**src/rtl/bsg_cam_lookup_fill_pkg.sv**
```systemverilog
// Shared types for the CAM lookup/fill controller.
package bsg_cam_lookup_fill_pkg;

    localparam int unsigned state_width_lp = 3;

    typedef enum logic [state_width_lp-1:0] {
        eIDLE      = 3'd0,
        eLOOKUP    = 3'd1,
        eFILL_REQ  = 3'd2,
        eFILL_RESP = 3'd3,
        eRESP      = 3'd4
    } bsg_cam_lookup_fill_state_e;

endpackage

```
**src/rtl/bsg_counter_sat_en.sv**
```systemverilog
// Up-counter that sticks at all-ones instead of wrapping.
module bsg_counter_sat_en #(
    parameter int unsigned width_p = 16
) (
    input  logic               clk_i,
    input  logic               reset_i,
    input  logic               en_i,
    output logic [width_p-1:0] count_o
);

    logic [width_p-1:0] count_q, count_d;

    always_comb begin
        count_d = count_q;
        if (en_i && (count_q != '1)) begin
            count_d = count_q + width_p'(1);
        end
    end

    always_ff @(posedge clk_i) begin
        if (reset_i) begin
            count_q <= '0;
        end else begin
            count_q <= count_d;
        end
    end

    assign count_o = count_q;

endmodule

```
**src/rtl/bsg_dff_en.sv**
```systemverilog
// Load-enabled register, synchronously cleared to zero on reset.
module bsg_dff_en #(
    parameter int unsigned width_p = 1
) (
    input  logic               clk_i,
    input  logic               reset_i,
    input  logic               en_i,
    input  logic [width_p-1:0] data_i,
    output logic [width_p-1:0] data_o
);

    logic [width_p-1:0] data_q, data_d;

    always_comb begin
        data_d = data_q;
        if (en_i) begin
            data_d = data_i;
        end
    end

    always_ff @(posedge clk_i) begin
        if (reset_i) begin
            data_q <= '0;
        end else begin
            data_q <= data_d;
        end
    end

    assign data_o = data_q;

endmodule

```
**src/rtl/bsg_dff_reset.sv**
```systemverilog
// Plain register with synchronous active-high reset to a fixed value.
module bsg_dff_reset #(
    parameter int unsigned         width_p     = 1,
    parameter logic [width_p-1:0]  reset_val_p = '0
) (
    input  logic               clk_i,
    input  logic               reset_i,
    input  logic [width_p-1:0] data_i,
    output logic [width_p-1:0] data_o
);

    logic [width_p-1:0] data_q;

    always_ff @(posedge clk_i) begin
        if (reset_i) begin
            data_q <= reset_val_p;
        end else begin
            data_q <= data_i;
        end
    end

    assign data_o = data_q;

endmodule

```
**src/rtl/bsg_cam_lookup_fill.sv**
```systemverilog
// Blocking lookup/fill front end for bsg_cam_1r1w_sync: reads the CAM, fills misses from a
// backing store, sequences nukes and counts hits/misses.
module bsg_cam_lookup_fill
    import bsg_cam_lookup_fill_pkg::*;
#(
    parameter int unsigned tag_width_p  = 8,
    parameter int unsigned data_width_p = 16,
    parameter int unsigned ctr_width_p  = 16
) (
    input  logic                    clk_i,
    input  logic                    reset_i,

    input  logic                    v_i,
    input  logic [tag_width_p-1:0]  tag_i,
    output logic                    ready_o,

    output logic                    v_o,
    output logic [data_width_p-1:0] data_o,
    input  logic                    yumi_i,

    input  logic                    flush_i,

    output logic                    fill_req_v_o,
    output logic [tag_width_p-1:0]  fill_req_tag_o,
    input  logic                    fill_req_ready_i,
    input  logic                    fill_resp_v_i,
    input  logic [data_width_p-1:0] fill_resp_data_i,
    output logic                    fill_resp_yumi_o,

    output logic                    cam_w_v_o,
    output logic                    cam_w_nuke_o,
    output logic [tag_width_p-1:0]  cam_w_tag_o,
    output logic [data_width_p-1:0] cam_w_data_o,
    output logic                    cam_r_v_o,
    output logic [tag_width_p-1:0]  cam_r_tag_o,
    input  logic                    cam_r_v_i,
    input  logic [data_width_p-1:0] cam_r_data_i,

    output logic [ctr_width_p-1:0]  hit_count_o,
    output logic [ctr_width_p-1:0]  miss_count_o
);

    bsg_cam_lookup_fill_state_e state_q, state_d;
    logic [state_width_lp-1:0]  state_raw;

    logic [tag_width_p-1:0]  tag_q;
    logic                    tag_en;
    logic [data_width_p-1:0] data_q, data_d;
    logic                    data_en;
    logic                    flush_pend_q, flush_pend_d;
    logic                    flush_req;
    logic                    hit_inc, miss_inc;

    bsg_dff_reset #(
        .width_p    (state_width_lp),
        .reset_val_p(state_width_lp'(eIDLE))
    ) state_reg (
        .clk_i  (clk_i),
        .reset_i(reset_i),
        .data_i (state_d),
        .data_o (state_raw)
    );

    assign state_q = bsg_cam_lookup_fill_state_e'(state_raw);

    bsg_dff_reset #(
        .width_p    (1),
        .reset_val_p(1'b0)
    ) flush_pend_reg (
        .clk_i  (clk_i),
        .reset_i(reset_i),
        .data_i (flush_pend_d),
        .data_o (flush_pend_q)
    );

    bsg_dff_en #(
        .width_p(tag_width_p)
    ) tag_reg (
        .clk_i  (clk_i),
        .reset_i(reset_i),
        .en_i   (tag_en),
        .data_i (tag_i),
        .data_o (tag_q)
    );

    bsg_dff_en #(
        .width_p(data_width_p)
    ) data_reg (
        .clk_i  (clk_i),
        .reset_i(reset_i),
        .en_i   (data_en),
        .data_i (data_d),
        .data_o (data_q)
    );

    bsg_counter_sat_en #(
        .width_p(ctr_width_p)
    ) hit_ctr (
        .clk_i  (clk_i),
        .reset_i(reset_i),
        .en_i   (hit_inc),
        .count_o(hit_count_o)
    );

    bsg_counter_sat_en #(
        .width_p(ctr_width_p)
    ) miss_ctr (
        .clk_i  (clk_i),
        .reset_i(reset_i),
        .en_i   (miss_inc),
        .count_o(miss_count_o)
    );

    assign flush_req = flush_i | flush_pend_q;

    always_comb begin
        state_d          = state_q;
        flush_pend_d     = flush_pend_q;
        tag_en           = 1'b0;
        data_en          = 1'b0;
        data_d           = cam_r_data_i;
        hit_inc          = 1'b0;
        miss_inc         = 1'b0;
        ready_o          = 1'b0;
        v_o              = 1'b0;
        fill_req_v_o     = 1'b0;
        fill_resp_yumi_o = 1'b0;
        cam_w_v_o        = 1'b0;
        cam_w_nuke_o     = 1'b0;
        cam_r_v_o        = 1'b0;

        unique case (state_q)
            eIDLE: begin
                ready_o = ~flush_i & ~flush_pend_q;
                // A nuke takes the CAM write port and blocks the read for that cycle.
                if (flush_req) begin
                    cam_w_v_o    = 1'b1;
                    cam_w_nuke_o = 1'b1;
                    flush_pend_d = 1'b0;
                end else if (v_i) begin
                    cam_r_v_o = 1'b1;
                    tag_en    = 1'b1;
                    state_d   = eLOOKUP;
                end
            end
            eLOOKUP: begin
                if (cam_r_v_i) begin
                    data_en = 1'b1;
                    hit_inc = 1'b1;
                    state_d = eRESP;
                end else begin
                    miss_inc = 1'b1;
                    state_d  = eFILL_REQ;
                end
            end
            eFILL_REQ: begin
                fill_req_v_o = 1'b1;
                if (fill_req_ready_i) begin
                    state_d = eFILL_RESP;
                end
            end
            eFILL_RESP: begin
                fill_resp_yumi_o = fill_resp_v_i;
                if (fill_resp_v_i) begin
                    cam_w_v_o = 1'b1;
                    data_d    = fill_resp_data_i;
                    data_en   = 1'b1;
                    state_d   = eRESP;
                end
            end
            eRESP: begin
                v_o = 1'b1;
                if (yumi_i) begin
                    state_d = eIDLE;
                end
            end
            default: begin
                state_d = eIDLE;
            end
        endcase

        // Flushes seen while busy are replayed on the next idle cycle.
        if ((state_q != eIDLE) && flush_i) begin
            flush_pend_d = 1'b1;
        end

        if (reset_i) begin
            ready_o          = 1'b0;
            v_o              = 1'b0;
            fill_req_v_o     = 1'b0;
            fill_resp_yumi_o = 1'b0;
            cam_w_v_o        = 1'b0;
            cam_w_nuke_o     = 1'b0;
            cam_r_v_o        = 1'b0;
        end
    end

    assign data_o         = data_q;
    assign fill_req_tag_o = tag_q;
    assign cam_w_tag_o    = tag_q;
    assign cam_w_data_o   = fill_resp_data_i;
    assign cam_r_tag_o    = tag_i;

endmodule

```
**config.mk**
```make
export PLATFORM = sky130hd
export DESIGN_NAME = bsg_cam_lookup_fill
export DESIGN_NICKNAME = d
export VERILOG_FILES = /design/src/rtl/bsg_cam_lookup_fill_pkg.sv /design/src/rtl/bsg_counter_sat_en.sv /design/src/rtl/bsg_dff_en.sv /design/src/rtl/bsg_dff_reset.sv /design/src/rtl/bsg_cam_lookup_fill.sv
export SDC_FILE = /design/constraint.sdc
export NUM_CORES = 1
export LEC_CHECK = 0
export ABC_AREA = 1
export CORE_MARGIN = 2
export CORE_UTILIZATION = 44
export DETAILED_ROUTE_END_ITERATION = 12
export PLACE_DENSITY = 0.82
export SLEW_MARGIN = 30
export SYNTH_ARGS = -nofsm -noshare
export SYNTH_HDL_FRONTEND = slang
export SYNTH_SLANG_ARGS = --single-unit
```
**constraint.sdc**
```tcl
create_clock -name clk_i -period 2.09 [get_ports clk_i]
set_clock_uncertainty 0.1 [all_clocks]
set_input_delay 0.418 -clock clk_i [delete_from_list [all_inputs] [get_ports clk_i]]
set_output_delay 0.418 -clock clk_i [all_outputs]
set_load 0.005 [all_outputs]
```
==> results.ini, run 1 <==
[status]
status=complete, no violations

[clock_network]
cts-root-buf=clkbuf_8
numCtsBuffers=9
htree_levels=3
insertion_delay_ns=0.33
path_clk_slew_ns=0.07
cts_tree=yes
clock_sinks=60
clk_path_buf_depth=2

[floorplan]
die_height_um=93.6
core_sq_um=7770
initial_utilization_pct=45.5
die-area_sq_um=8760
die_width_um=93.6
row_count=32
boundaryPins=143

[final_layout]
drive_gt1_share_pct=10.2
fillers=682
utilization_pct=65.7
register_area_sq_um=1200
fin_cells=776
area_growth_pct=44.4
n_antenna_cell=0
multiInputGateArea_sq_um=1750
nets=721
design_area_sq_um=5100

[placement]
dp_cells=757
io_buffers=142
dp.final_hpwl_um=7320
place_area_sq_um=4850
place_congestion=0.883

[synth]
yosysSeqAreaShare_pct=34.0
ys_ff_latch=60
synth_top_area_share_pct=34.0
syn_area_sq_um=3530
ys_types=30
syn_avg_cell_area_sq_um=6.45
synth_nets=598
synth_area_leaders=dfxtp_1 34%, nand2_1 12%, nor2_1 11%
syn_inst=548
yosysMostFrequentCell=nand2_1
synth_common_cells=116 x nand2_1, 107 x nor2_1, 60 x dfxtp_1, 60 x inv_1, 38 x a21oi_1
yosysWarnings=0
async_reset_ff_share_pct=0
yosys.area.top_type=dfxtp_1
synth_edf_count=0
ys.flop_type=dfxtp_1

[setup_path]
critPathMostFrequentCell=inv_2
crit_fanout=4
crit_chain=inv_2, buf_4, nand3_2, inv_2, nand2_1, nor2_1, dlygate4sd2_1
arrival_ns=1.49
startpoint_type=register
critPathKind=reg2out
critPathRequiredTime_ns=1.57
cp-end-kind=output pin
max_stage_delay_ns=0.35
slowest_stage=dfxtp_2

[global_routing]
grt_overflow=0
grt_pass1_wl_um=15700
track_usage_pct=22.3
grt_start_max_net_pins=34
grt_pass1_vias=3530
grt_antenna_before_repair=0

[timing]
worstMarginPinSlew_ns=0.446
setup_violations=0
rsz0062_at_grt=no
hold_viol=0
max_freq_mhz=498
fin_crit_ns=2.01
max_slew_margin_pct=70.2
finalCritPeriodShare_pct=96.0
maxSlewViolCount=0

[pwr]
p_leak_nw=2.13
max-vdd-ir-drop_v=0.000312
power_density_nw_per_um2=751

[route]
wl_per_cell_um=12.4
dr.pass1.iters=4
drc=0
vias=3775
viasPerCell=4.86
ant_nets=0
drt-total-wl_um=9650
first_iter_violations=135

[hold_path]
hold_class=reg2reg

[job]
cap_violations=0

## cell type report
class / count / share of cell area, %
clock buffer: 13 / 3.51
tap: 102 / 2.50
clock inverter: 1 / 0.589
inverter: 64 / 4.81
multi-input combinational: 376 / 34.4
sequential: 60 / 23.6
timing repair buffer: 160 / 30.7
## repair_timing
item | CTS | global route
pin swaps | 2 | 0
gates resized for setup | 14 | 8
endpoints found under the setup margin | 7 | 4
hold buffers | 0 | 0
setup buffers | 4 | 1
## worst max-delay path: cells and delay by family (launching register included)
kind,cells,cell delay (ns)
simple gates,3,0.26
flops,1,0.35
buf+inv,4,0.53
## cells in the final DEF (no fill, tap or decap)
cell,instances
a21oi_1,38
a31oi_1,1
buf_12,2
buf_4,16
bufinv_16,1
clkbuf_2,3
clkbuf_8,13
clkdlybuf4s50_1,134
dfxtp_1,58
dfxtp_2,2
dlygate4sd2_1,4
dlymetal6s2s_1,1
ha_1,2
inv_1,59
inv_2,3
inv_4,2
nand2_1,115
nand2_2,8
nand2_4,1
nand3_1,34
nand3_2,4
nand3_4,1
nand3b_1,1
nand4_1,3
nand4_2,1
nand4_4,1
nor2_1,106
nor2_2,4
nor2_4,7
nor3_1,3
o21ai_0,19
o21ai_1,26
xor2_1,1
## logic make-up (layout without fill, tap and decap cells)
group / count (synthesis) / after routing / synth area share, %
simple gates: 289 / 289 / 36.3
buf+inv: 112 / 238 / 16.8
compound gates: 84 / 84 / 11.9
flops: 60 / 60 / 34.0
fa+ha+maj: 2 / 2 / 0.708
xor+xnor: 1 / 1 / 0.248
## where the power goes
group / switching, W / leakage, nW / internal (W)
Combinational: 0.000639 / 1.53 / 0.000677
Clock: 0.000440 / 0.108 / 0.000668
Sequential: 0.000113 / 0.487 / 0.00129
## final timing paths
path                  startpoint             endpoint  slack, ns  cells past startpoint
max reg2reg  miss_ctr.count_o[0]  miss_ctr.count_o[9]       0.21                      8
min           data_reg.data_o[3]   data_reg.data_o[3]       0.36                      2
min reg2reg   data_reg.data_o[3]   data_reg.data_o[3]       0.36                      2
max          state_reg.data_o[2]         cam_w_nuke_o       0.08                      7
## through the flow
stage	hold slack, ns	power [W]	worst slack (ns)	setup TNS (ns)
floorplan	0.360	0.00212	0.516	0
global placement	0.348	0.00264	-0.278	-1.03
detailed placement	0.355	0.00268	-0.299	-1.21
CTS	0.364	0.00382	0.00935	0
global route	0.385	0.00405	0.0114	0
finish	0.364	0.00383	0.0836	0
## layer usage
layer	vias to the layer above	routed length (um)	track usage [%]
met5	-	0	0
met1	1706	4120	26.3
met4	0	156	9.66
met2	111	4740	39.5
met3	13	638	4.19
li1	1945	-	-
## flip-flops by register name, summed over array words and instances (netlist names)
name and count:
data_reg.data_o 16, flush_pend_reg.data_o 1, hit_ctr.count_o 16, miss_ctr.count_o 16, state_reg.data_o 3, tag_reg.data_o 8
(Power assumes the default switching activity.)
==> inputs of run 2 (changes only) <==
--- a/config.mk
+++ b/config.mk
@@ -10,6 +10,7 @@
 export CORE_UTILIZATION = 44
 export DETAILED_ROUTE_END_ITERATION = 12
 export PLACE_DENSITY = 0.82
+export SKIP_CTS_REPAIR_TIMING = 1
 export SLEW_MARGIN = 30
 export SYNTH_ARGS = -nofsm -noshare
 export SYNTH_HDL_FRONTEND = slang
==> run 2 against run 1 <==
Effect of this change:
- global-route usage is 0.25 points lower
- power is 1.1% lower
- setup slack lost 0.012 ns
- hold slack barely moved
- wire length fell by 0.39%
- cell area grew 0.12%
- sequential power barely moved
- fmax decreased by 0.59%
- die area is the same
- critical path depth decreased by 3
- highest routed layer unchanged
==> results.ini, run 2 (synthesized netlist as in run 1, its figures left out) <==
[status]
status=complete, no violations  ; unchanged

[hold_path]
hold_class=reg2reg  ; unchanged
min-delay-start=data_reg.data_o[3]  ; unchanged
min_to=data_reg.data_o[3]  ; unchanged
min_path_cells=2  ; unchanged

[placement]
dp_worst_setup_slack_ns=-0.299  ; unchanged
io_buffers=142  ; unchanged
dp.final_hpwl_um=7320  ; unchanged
place_congestion=0.883  ; unchanged

[job]
cap_violations=0  ; unchanged

[pwr]
p_leak_nw=2.19  ; was 2.13 nW
max-vdd-ir-drop_v=0.000313  ; was 0.000312 V
power_density_nw_per_um2=742  ; was 751 nW/um^2

[route]
wl_per_cell_um=12.4  ; about the same
viasPerCell=4.84  ; was 4.86
drc=0  ; unchanged
drt-total-wl_um=9610  ; was 9650 um
ant_nets=0  ; unchanged
first_iter_violations=140  ; was 135
vias=3738  ; was 3775
dr.pass1.iters=5  ; was 4

[clock_network]
cts_tree=yes  ; unchanged
clk_path_buf_depth=2  ; unchanged
cts-root-buf=clkbuf_8  ; unchanged
numCtsBuffers=9  ; unchanged
path_clk_slew_ns=0.06  ; was 0.07 ns
clock_sinks=60  ; unchanged
htree_levels=3  ; unchanged
insertion_delay_ns=0.34  ; was 0.33 ns

[setup_path]
r2r_end=miss_ctr.count_o[9]  ; unchanged
max_stage_delay_ns=0.51  ; was 0.35 ns
rr_worst_depth=8  ; unchanged
startpoint_type=register  ; unchanged
cp-end-kind=output pin  ; unchanged
critPathKind=reg2out  ; unchanged
crit_chain=inv_4, nand3_1, nor2_1, clkdlybuf4s50_1  ; was inv_2, buf_4, nand3_2, inv_2, nand2_1, nor2_1, dlygate4sd2_1
r2r_start=miss_ctr.count_o[0]  ; unchanged
r2r_slack_ns=0.21  ; about the same
arrival_ns=1.50  ; was 1.49 ns
slowest_stage=clkdlybuf4s50_1  ; was dfxtp_2
path_delay_family=buffers and inverters  ; unchanged
crit_fanout=8  ; was 4
critical_path_buf_inv_count=2  ; was 4
cp-startpoint=state_reg.data_o[1]  ; was state_reg.data_o[2]
critPathRequiredTime_ns=1.57  ; about the same

[timing]
finalCritPeriodShare_pct=96.6  ; was 96.0%
rsz0062_at_grt=no  ; unchanged
max_slew_margin_pct=70.2  ; about the same
maxSlewViolCount=0  ; unchanged
setup_violations=0  ; unchanged
hold_viol=0  ; unchanged
fin_ws_ns=0.0717  ; was 0.0836 ns
max_freq_mhz=495  ; was 498 MHz
worstMarginPinSlew_ns=0.446  ; about the same
hold_slack_ns=0.364  ; about the same
fin_crit_ns=2.02  ; was 2.01 ns
setup_tns_ns=0  ; unchanged

[floorplan]
boundaryPins=143  ; unchanged
initial_utilization_pct=45.5  ; unchanged
core_sq_um=7770  ; unchanged
die_height_um=93.6  ; unchanged
row_count=32  ; unchanged
die_width_um=93.6  ; unchanged
die-area_sq_um=8760  ; unchanged

[final_layout]
multiInputGateArea_sq_um=1750  ; about the same
register_area_sq_um=1200  ; about the same
drive_gt1_share_pct=9.09  ; was 10.2%
final_common_cell=clkdlybuf4s50_1  ; unchanged
area_growth_pct=44.6  ; was 44.4%
fillers=680  ; was 682
n_antenna_cell=0  ; unchanged
nets=718  ; was 721
final_cell_mix=135 x clkdlybuf4s50_1, 115 x nand2_1, 106 x nor2_1  ; was 134 x clkdlybuf4s50_1, 115 x nand2_1, 106 x nor2_1
utilization_pct=65.8  ; was 65.7%

[global_routing]
track_usage_pct=22.1  ; was 22.3%
grt_overflow=0  ; unchanged
grt_pass1_wl_um=15500  ; was 15700 um
grt_start_max_net_pins=34  ; unchanged
grt_pass1_vias=3486  ; was 3530
grt_antenna_before_repair=0  ; unchanged

run 2: cell types whose count changed in the layout (fill, tap and decap cells not counted), sizes merged:
cell | previous run | this run
clkdlybuf4s50 | 134 | 135
dlygate4sd2 | 4 | 0
buf | 18 | 15
dlymetal6s2s | 1 | 7
clkbuf | 16 | 13
run 2: worst reg2reg max path, delay by kind of cell, from the launching register on:
kind	cells	cell delay (ns)
AND/OR/NAND/NOR	7	1.02
adder cells (fa/ha/maj)	1	0.24
flip-flops	1	0.42
run 2: how the worst max path moves through the flow:
stage	cells after the start	end	slack [ns]
6_report	4	v_o	0.07
5_1_grt	4	v_o	0.01
4_1_cts	7	cam_r_v_o	-0.32
3_5_place_dp	7	cam_r_v_o	-0.30
3_3_place_gp	7	cam_r_v_o	-0.28
2_1_floorplan	3	cam_r_v_o	0.52
run 2: where the power goes:
part	switching, W	total (W)	internal [W]	leakage, nW
logic	0.000623	0.00128	0.000656	1.59
registers	0.000113	0.00140	0.00129	0.487
clock network	0.000439	0.00111	0.000668	0.108
run 2: stage by stage:
step                      std cells  total power (W)  area, sq um
after floorplan                 548          0.00212         3530
after global placement          757          0.00264         4850
after detailed placement        757          0.00268         4850
after CTS                       771          0.00379         5060
after global routing            773          0.00401         5110
final                           773          0.00379         5110
run 2: per-layer routing:
metal | routed length, um | GRT usage [%]
met1 | 4130 | 26.2
met2 | 4770 | 39.0
met3 | 582 | 4.19
met4 | 131 | 9.18
met5 | 0 | 0
run 2: final cells by class:
class,count,area share (%)
clock inverters,1,0.588
clock buffers,13,3.50
well taps,102,2.50
multi-input cells,376,34.2
repair buffers,157,30.9
flip-flops and latches,60,23.5
inverters,64,4.80
